### src/rtl/uart_echo_ctrl.sv
// Terminal echo engine: pops RX bytes, edits a local line buffer, echoes via UART TX.
// Optional build macro ECHO_UPCASE_EN folds a..z to A..Z before storing and echoing.
module uart_echo_ctrl #(
  parameter int max_line = 32
) (
  input  logic       clk,
  input  logic       rst,
  input  logic       rx_empty,
  input  logic [7:0] rx_data,
  output logic       rx_get,
  output logic       tx_start,
  output logic [7:0] tx_data,
  input  logic       tx_busy,
  output logic [7:0] line_len,
  output logic       line_done,
  input  logic [7:0] line_rd_addr,
  output logic [7:0] line_rd_data
);

  localparam int AW = $clog2(max_line);
  localparam logic [7:0] MAX = 8'(max_line);

  typedef enum logic [2:0] {IDLE, DECODE, EMIT, WAIT_ACK, WAIT_TX} state_t;

  state_t     state;
  logic [7:0] cur;
  logic [7:0] seq [0:3];
  logic [1:0] seq_len;
  logic [1:0] idx;
  logic [7:0] ram [0:max_line-1];

  logic [7:0] ch;
  logic       printable;
  logic       erase;
  logic       room;
  logic       store;

  always_comb begin
    ch = cur;
`ifdef ECHO_UPCASE_EN
    if (cur >= 8'h61 && cur <= 8'h7A) ch = cur - 8'h20;
`endif
    printable = (cur >= 8'h20) && (cur <= 8'h7E);
    erase     = (cur == 8'h08) || (cur == 8'h7F);
    room      = line_len < MAX;
    store     = !rst && (state == DECODE) && printable && room;
  end

  always_ff @(posedge clk) begin
    if (store) ram[line_len[AW-1:0]] <= ch;
  end

  assign line_rd_data = (line_rd_addr < MAX) ? ram[line_rd_addr[AW-1:0]] : 8'h00;

  always_ff @(posedge clk) begin
    if (rst) begin
      state     <= IDLE;
      rx_get    <= 1'b0;
      tx_start  <= 1'b0;
      tx_data   <= 8'h00;
      line_len  <= 8'h00;
      line_done <= 1'b0;
      idx       <= 2'd0;
      seq_len   <= 2'd0;
      cur       <= 8'h00;
    end else begin
      rx_get    <= 1'b0;
      tx_start  <= 1'b0;
      line_done <= 1'b0;
      // line_len keeps the final length for the line_done cycle, then clears
      if (line_done) line_len <= 8'h00;
      case (state)
        IDLE: begin
          if (!rx_empty) begin
            rx_get <= 1'b1;
            cur    <= rx_data;
            state  <= DECODE;
          end
        end
        DECODE: begin
          idx     <= 2'd0;
          seq_len <= 2'd0;
          state   <= EMIT;
          if (printable) begin
            seq_len <= 2'd1;
            if (room) begin
              line_len <= line_len + 8'd1;
              seq[0]   <= ch;
            end else begin
              seq[0]   <= 8'h07;
            end
          end else if (erase) begin
            if (line_len != 8'h00) begin
              line_len <= line_len - 8'd1;
              seq[0]   <= 8'h08;
              seq[1]   <= 8'h20;
              seq[2]   <= 8'h08;
              seq_len  <= 2'd3;
            end else begin
              state <= IDLE;
            end
          end else if (cur == 8'h0D) begin
            line_done <= 1'b1;
            seq[0]    <= 8'h0D;
            seq[1]    <= 8'h0A;
            seq_len   <= 2'd2;
          end else begin
            state <= IDLE;
          end
        end
        EMIT: begin
          if (!tx_busy) begin
            tx_data  <= seq[idx];
            tx_start <= 1'b1;
            state    <= WAIT_ACK;
          end
        end
        // transmitter raises busy one cycle late, so skip sampling it here
        WAIT_ACK: state <= WAIT_TX;
        WAIT_TX: begin
          if (!tx_busy) begin
            idx   <= idx + 2'd1;
            state <= (idx + 2'd1 == seq_len) ? IDLE : EMIT;
          end
        end
        default: state <= IDLE;
      endcase
    end
  end

endmodule
### config.mk
export PLATFORM = sky130hd
export DESIGN_NAME = uart_echo_ctrl
export DESIGN_NICKNAME = d
export VERILOG_FILES = /design/src/rtl/uart_echo_ctrl.sv
export SDC_FILE = /design/constraint.sdc
export NUM_CORES = 1
export LEC_CHECK = 0
export BUFFER_PORTS_ARGS = -buffer_cell sky130_fd_sc_hd__buf_4
export CAP_MARGIN = 20
export CORE_MARGIN = 2
export CORE_UTILIZATION = 40
export CTS_CLUSTER_SIZE = 10
export DETAILED_ROUTE_END_ITERATION = 6
export GPL_TIMING_DRIVEN = 1
export MAX_ROUTING_LAYER = met4
export PLACE_DENSITY = 0.61
export SLEW_MARGIN = 20
export SYNTH_ARGS = -nofsm -noshare
export SYNTH_HDL_FRONTEND = slang
export SYNTH_SLANG_ARGS = --single-unit
export TNS_END_PERCENT = 100
### constraint.sdc
create_clock -name clk -period 3.4 [get_ports clk]
set_clock_uncertainty 0.05 [all_clocks]
set_input_delay 0.68 -clock clk [delete_from_list [all_inputs] [get_ports clk]]
set_output_delay 0.68 -clock clk [all_outputs]
set_load 0.02 [all_outputs]
## Yosys cells after proc, flatten, opt, wreduce, memory -nomap -nowiden

Memory sizes are Yosys's and may differ from the RTL's. A register that Yosys moved wholly into a read port is not among the register bits.
Cells that the tools add are included.

- Bits in latches: 0
- Flip-flop bits (word level): 26
- Bits of input ports: 20
- Memories kept: 2
- Bits in writable memories: 288
- ROM bits: 0

- Order comparisons: 4
- Shift-type cells: 0
- Multiplexer cells: 52
- Bitwise gates (word level): 8
- Reductions and logical operators: 15
- Multipliers: 0
- Eq/ne operators: 11
- Div/mod/pow operators: 0
- Add/sub/neg operators: 3

Memories:

| name | words | bits a word | read ports | clocked after Yosys merged registers in | write ports | line | text |
|---|---|---|---|---|---|---|---|
| ram | 32 | 8 | 1 | 0 | 1 | 30 | `logic [7:0] ram [0:max_line-1];` |
| seq | 4 | 8 | 1 | 1 | 3 | 27 | `logic [7:0] seq [0:3];` |

Operator list:

| kind | count |
|---|---|
| 2-to-1 mux 8 bit | 11 |
| 2-to-1 mux 1 bit | 26 |
| == test 8 x 4 -> 1 bit, second input constant | 2 |
| < comparator 8 x 6 -> 1 bit, second input constant | 2 |
| 2-to-1 mux 2 bit | 8 |
| 2-to-1 mux 3 bit | 5 |
| case mux 3 bit (5 select lines) | 1 |
| adder 8 x 1 -> 8 bit, second input constant | 1 |
| == test 8 x 7 -> 1 bit, second input constant | 1 |
| >= comparator 8 x 6 -> 1 bit, second input constant | 1 |
| <= comparator 8 x 7 -> 1 bit, second input constant | 1 |
| nonzero test 8 bit | 1 |
| subtractor 8 x 1 -> 8 bit, second input constant | 1 |
| == test 3 x 2 -> 1 bit, second input constant | 2 |
| != test 2 bit, second input constant | 3 |
| AND reduction 2 bit | 3 |
| logical AND 1 bit | 4 |
| NOT 1 bit | 4 |
| bitwise OR 1 bit | 4 |
| case mux 2 bit (2 select lines) | 1 |
| OR reduction 2 bit | 2 |
| == test 3 x 1 -> 1 bit, second input constant | 1 |
| == test 3 bit, second input constant | 1 |
| zero test 3 bit | 1 |
| 6 further kinds | 6 |

## Depth between registers and ports, before layout

- Word-level depth: 9
- Mapped depth: 8

## Least setup slack after synthesis

Ideal clock, no wire load.

- Kind: in2out
- Start point: input port line_rd_addr[1]
- End point: output port line_rd_data[0]
- Stages on the path: 7
- Setup slack: 264 ps
- Path buffers: 3
- Arrival time: 2406 ps
- Path through: buf_2 > buf_2 > clkbuf_1 > a211oi_1 > a2111oi_0 > o21ai_0 > a31oi_1

- Longest elaborated chain between the ends: 2
- Elaborated cells between the ends (all ways): 3
- Classes of those cells: order compare: 1; mux: 1; memory: 1

RTL lines:

| item | line | text |
|---|---|---|
| start, declared | 16 | `input logic [7:0] line_rd_addr,` |
| memory (32 x 8 bit) or < comparator 8 x 6 -> 1 bit (tied branches) | -- |  |
| 2-to-1 mux 8 bit (*) | 53 | `assign line_rd_data = (line_rd_addr < MAX) ? ram[line_rd_addr[AW-1:0]] : 8'h00;` |
| end, declared | 17 | `output logic [7:0] line_rd_data` |

Every way passes the cells marked *; elsewhere a longest branch is shown, timed or not.

## Final worst setup path

- Start point: input port line_rd_addr[1]
- End point: output port line_rd_data[7]

The elaborated chain is that of the path after synthesis.

==> parameters.txt <==
Parameter                              Value

Synthesis
  Share of Yosys cell area claimed by the top area cell type    63.7%
  Seq/Total Area, Yosys    71.0%
  Cells after synthesis    727
  EDFF count, synth    256
  Register bit total from synthesis    300
  Yosys cell types    60
  Cell area after synthesis    12100 um2
  Most used flip-flop cell after synthesis    edfxtp_1
  Main area contributors after synthesis    edfxtp_1 64%, mux4_2 10%, dfxtp_1 7.3%, nor2_1 1.9%, mux2i_1 1.6%
  Mean instance size in the synthesized netlist    16.6 um2
  Ys async rst share    0%
  Library cell occupying the most area in the post-synthesis netlist    edfxtp_1
  Net Count, Synth    752
  Yosys Warn Count    0
  Most numerous cell in the Yosys netlist    edfxtp_1
  List of most frequent post-synthesis cells    256 x edfxtp_1, 62 x nor2_1, 56 x mux4_2, 44 x dfxtp_1, 28 x o21ai_0

Power
  Reported leakage power    4.72 nW
  Gate power share    5.8%
  Cell Int Power    6.21 mW
  Switching share of power    21.0%
  PD cells    551 nW/um2
  Overall power of the completed layout    7.86 mW
  Share of power burned in registers    51.9%
  Share of total power in the clock network    42.3%
  Switching power summed over all nets    1.65 mW
  VDD IR-drop max    289 uV

Timing
  Headroom to the max-slew limit    35.2%
  TNS Setup    0 ps
  Setup repair after global routing missed its margin    no
  Tcrit/Tclk final    97.9%
  Minimum clock period    3330 ps
  Count of pins over their slew limit    0
  Final hold violation count    0
  Final number of setup-violating endpoints    0
  Worst Tran Pin Value    958 ps
  Upper clock frequency limit    0.300 GHz

Critical path
  Largest driver fanout on the critical path    27
  Critical path required time    2670 ps
  CP Capture Type    output pin
  Start-to-end type of the worst setup path    input pin to output pin
  Startpoint kind of the worst setup timing path    input pin
  Worst endpoint data arrival time    2600 ps

CTS
  Root Buffer    clkbuf_16
  CTS HTree Levels    2
  Clock sink count    300
  CTS Hold Buffers Added    0
  Clock buffers created by TritonCTS    36
  Clock-pin slew on the worst setup and hold paths    50 ps
  Clock Tree Buf Depth    3
  TritonCTS clock tree    built
  Skew-Pair Late Insertion Delay    500 ps

Floorplan
  Die X    178 um
  Die area    31600 um2
  Core region area    29600 um2
  Initial core utilization    40.7%
  I/O pin total    47
  Die Span Y    178 um
  FP Rows    63

GRT
  GRT met1 Usage    24.8%
  Met3 Use GR    3.11%
  Number of antenna violations at the first check in global routing    0
  Final global-route overflow total    0
  Top Usage Layer GRT    met2
  Maximum number of pins on one net before global-route repair    37
  Global Route met2 Usage    26.7%
  Via count of the first global-routing pass    6871
  All-Layer GR Usage    17.7%
  Wire length of the first global-routing pass    41000 um

Placed design
  Placed instance area    13200 um2
  Number of buffers inserted by port buffering    46
  Dpl cells    1183
  Estimated wirelength of the detail-placed design    17200 um
  Routability Congestion    0.852

Detailed routing
  Number of DRC markers in iteration 0    552
  Total wire length after detailed routing    26300 um
  Post-DR wirelength/cell    21.3 um
  Via Count    6820
  Post-route antenna net violation count    0
  Via count normalized by instance count    5.51
  Drt pass-1 iters    4
  Number of remaining DRC errors    0

Job
  Reported max-cap violation count    0

Status
  Run status    finished clean

Cells and area
  Final antenna diode count    0
  Share of cells above drive strength 1    26.5%
  Final instance count without filler cells    1238
  Nets    856
  Area growth from synthesis to layout    18.2%
  Area of all placed cells without fillers    14300 um2

Hold path
  Worst min-delay path category    input pin to register
## per-layer routing
layer	up-vias	part of all wire, %	routed length, um
li1	3119	-	-
met1	3441	45	12000
met2	222	47	12300
met3	38	5.7	1510
met4	0	2.1	561
met5	-	0	0
## flip-flops by register name, indices dropped and copies added, names as in the netlist
signal and flops:
seq_len 2, tx_data 8, line_done 1, line_len 8
seq 10, state 3, rx_get 1, idx 2
tx_start 1, ram 256, ch 8
## cell families after synthesis
family / Yosys count / synth area share, %
DFF: 300 / 71.0
xor gates and xnor gates: 5 / 0.363
and+or+nand+nor: 159 / 6.56
buffers and inverters: 48 / 1.63
muxes: 76 / 12.2
AOI/OAI and AO/OA: 134 / 7.76
adders and majority gates: 5 / 0.519
## path summary, 6_finish.rpt
kind,startpoint,end,slack (ps),cells past startpoint
worst max-delay path,line_rd_addr[1],line_rd_data[7],70,7
worst min register to register,seq[0][7],seq[0][7],410,1
worst max register to register,state[0],ram[12][7],780,6
worst min-delay path,rx_data[7],ch[7],370,3
## layout make-up
class | count | area (um2)
clock inverter | 4 | 27.5
clock buffer | 51 | 978
tap | 390 | 488
multi-input combinational | 379 | 3340
sequential | 300 | 8570
inverter | 9 | 33.8
fill | 2582 | 15400
timing repair buffer | 105 | 830
## stage by stage
stage	util [%]	hold WS (ps)	setup WS [ps]
after floorplan	-	376	264
after detailed placement	44.6	391	-311
after global placement	44.6	399	-310
after global routing	48.1	371	13.1
final	48.1	370	70.9
after CTS	48.1	360	50.6
## cell usage in the layout, fill, tap and decap left out, drive strengths merged, types with 10 or more instances in the layout
cell type / count
nor2: 62
nand3: 12
a21oi: 20
mux2i: 19
a2111oi: 10
nand2: 21
clkbuf: 51
a211oi: 10
nor3: 10
edfxtp: 256
dfxtp: 44
mux4: 56
o21ai: 31
nor2b: 22
o211ai: 13
buf: 105
inv: 11
## what timing repair did
action,CTS,global route
endpoints found under the setup margin,7,5
buffers inserted,0,0
gates resized for setup,11,3
pin swaps,0,2
cloned,0,0
## worst max-delay path, cell delays in order
cell and delay (ps):
buf_4 350, buf_12 250, a211oi_1 100, a2111oi_1 500, o21ai_0 170, a31oi_1 320, buf_4 200
## power groups by stage
stage,Sequential (mW),Clock [mW],Combinational (mW)
after global routing,4.08,3.54,0.500
final,4.07,3.33,0.456
after CTS,4.07,3.40,0.461
after detailed placement,4.15,0,0.454
after global placement,4.15,0,0.449
after floorplan,4.17,0,0.257
No activity file was read; power rests on OpenSTA's default activity.
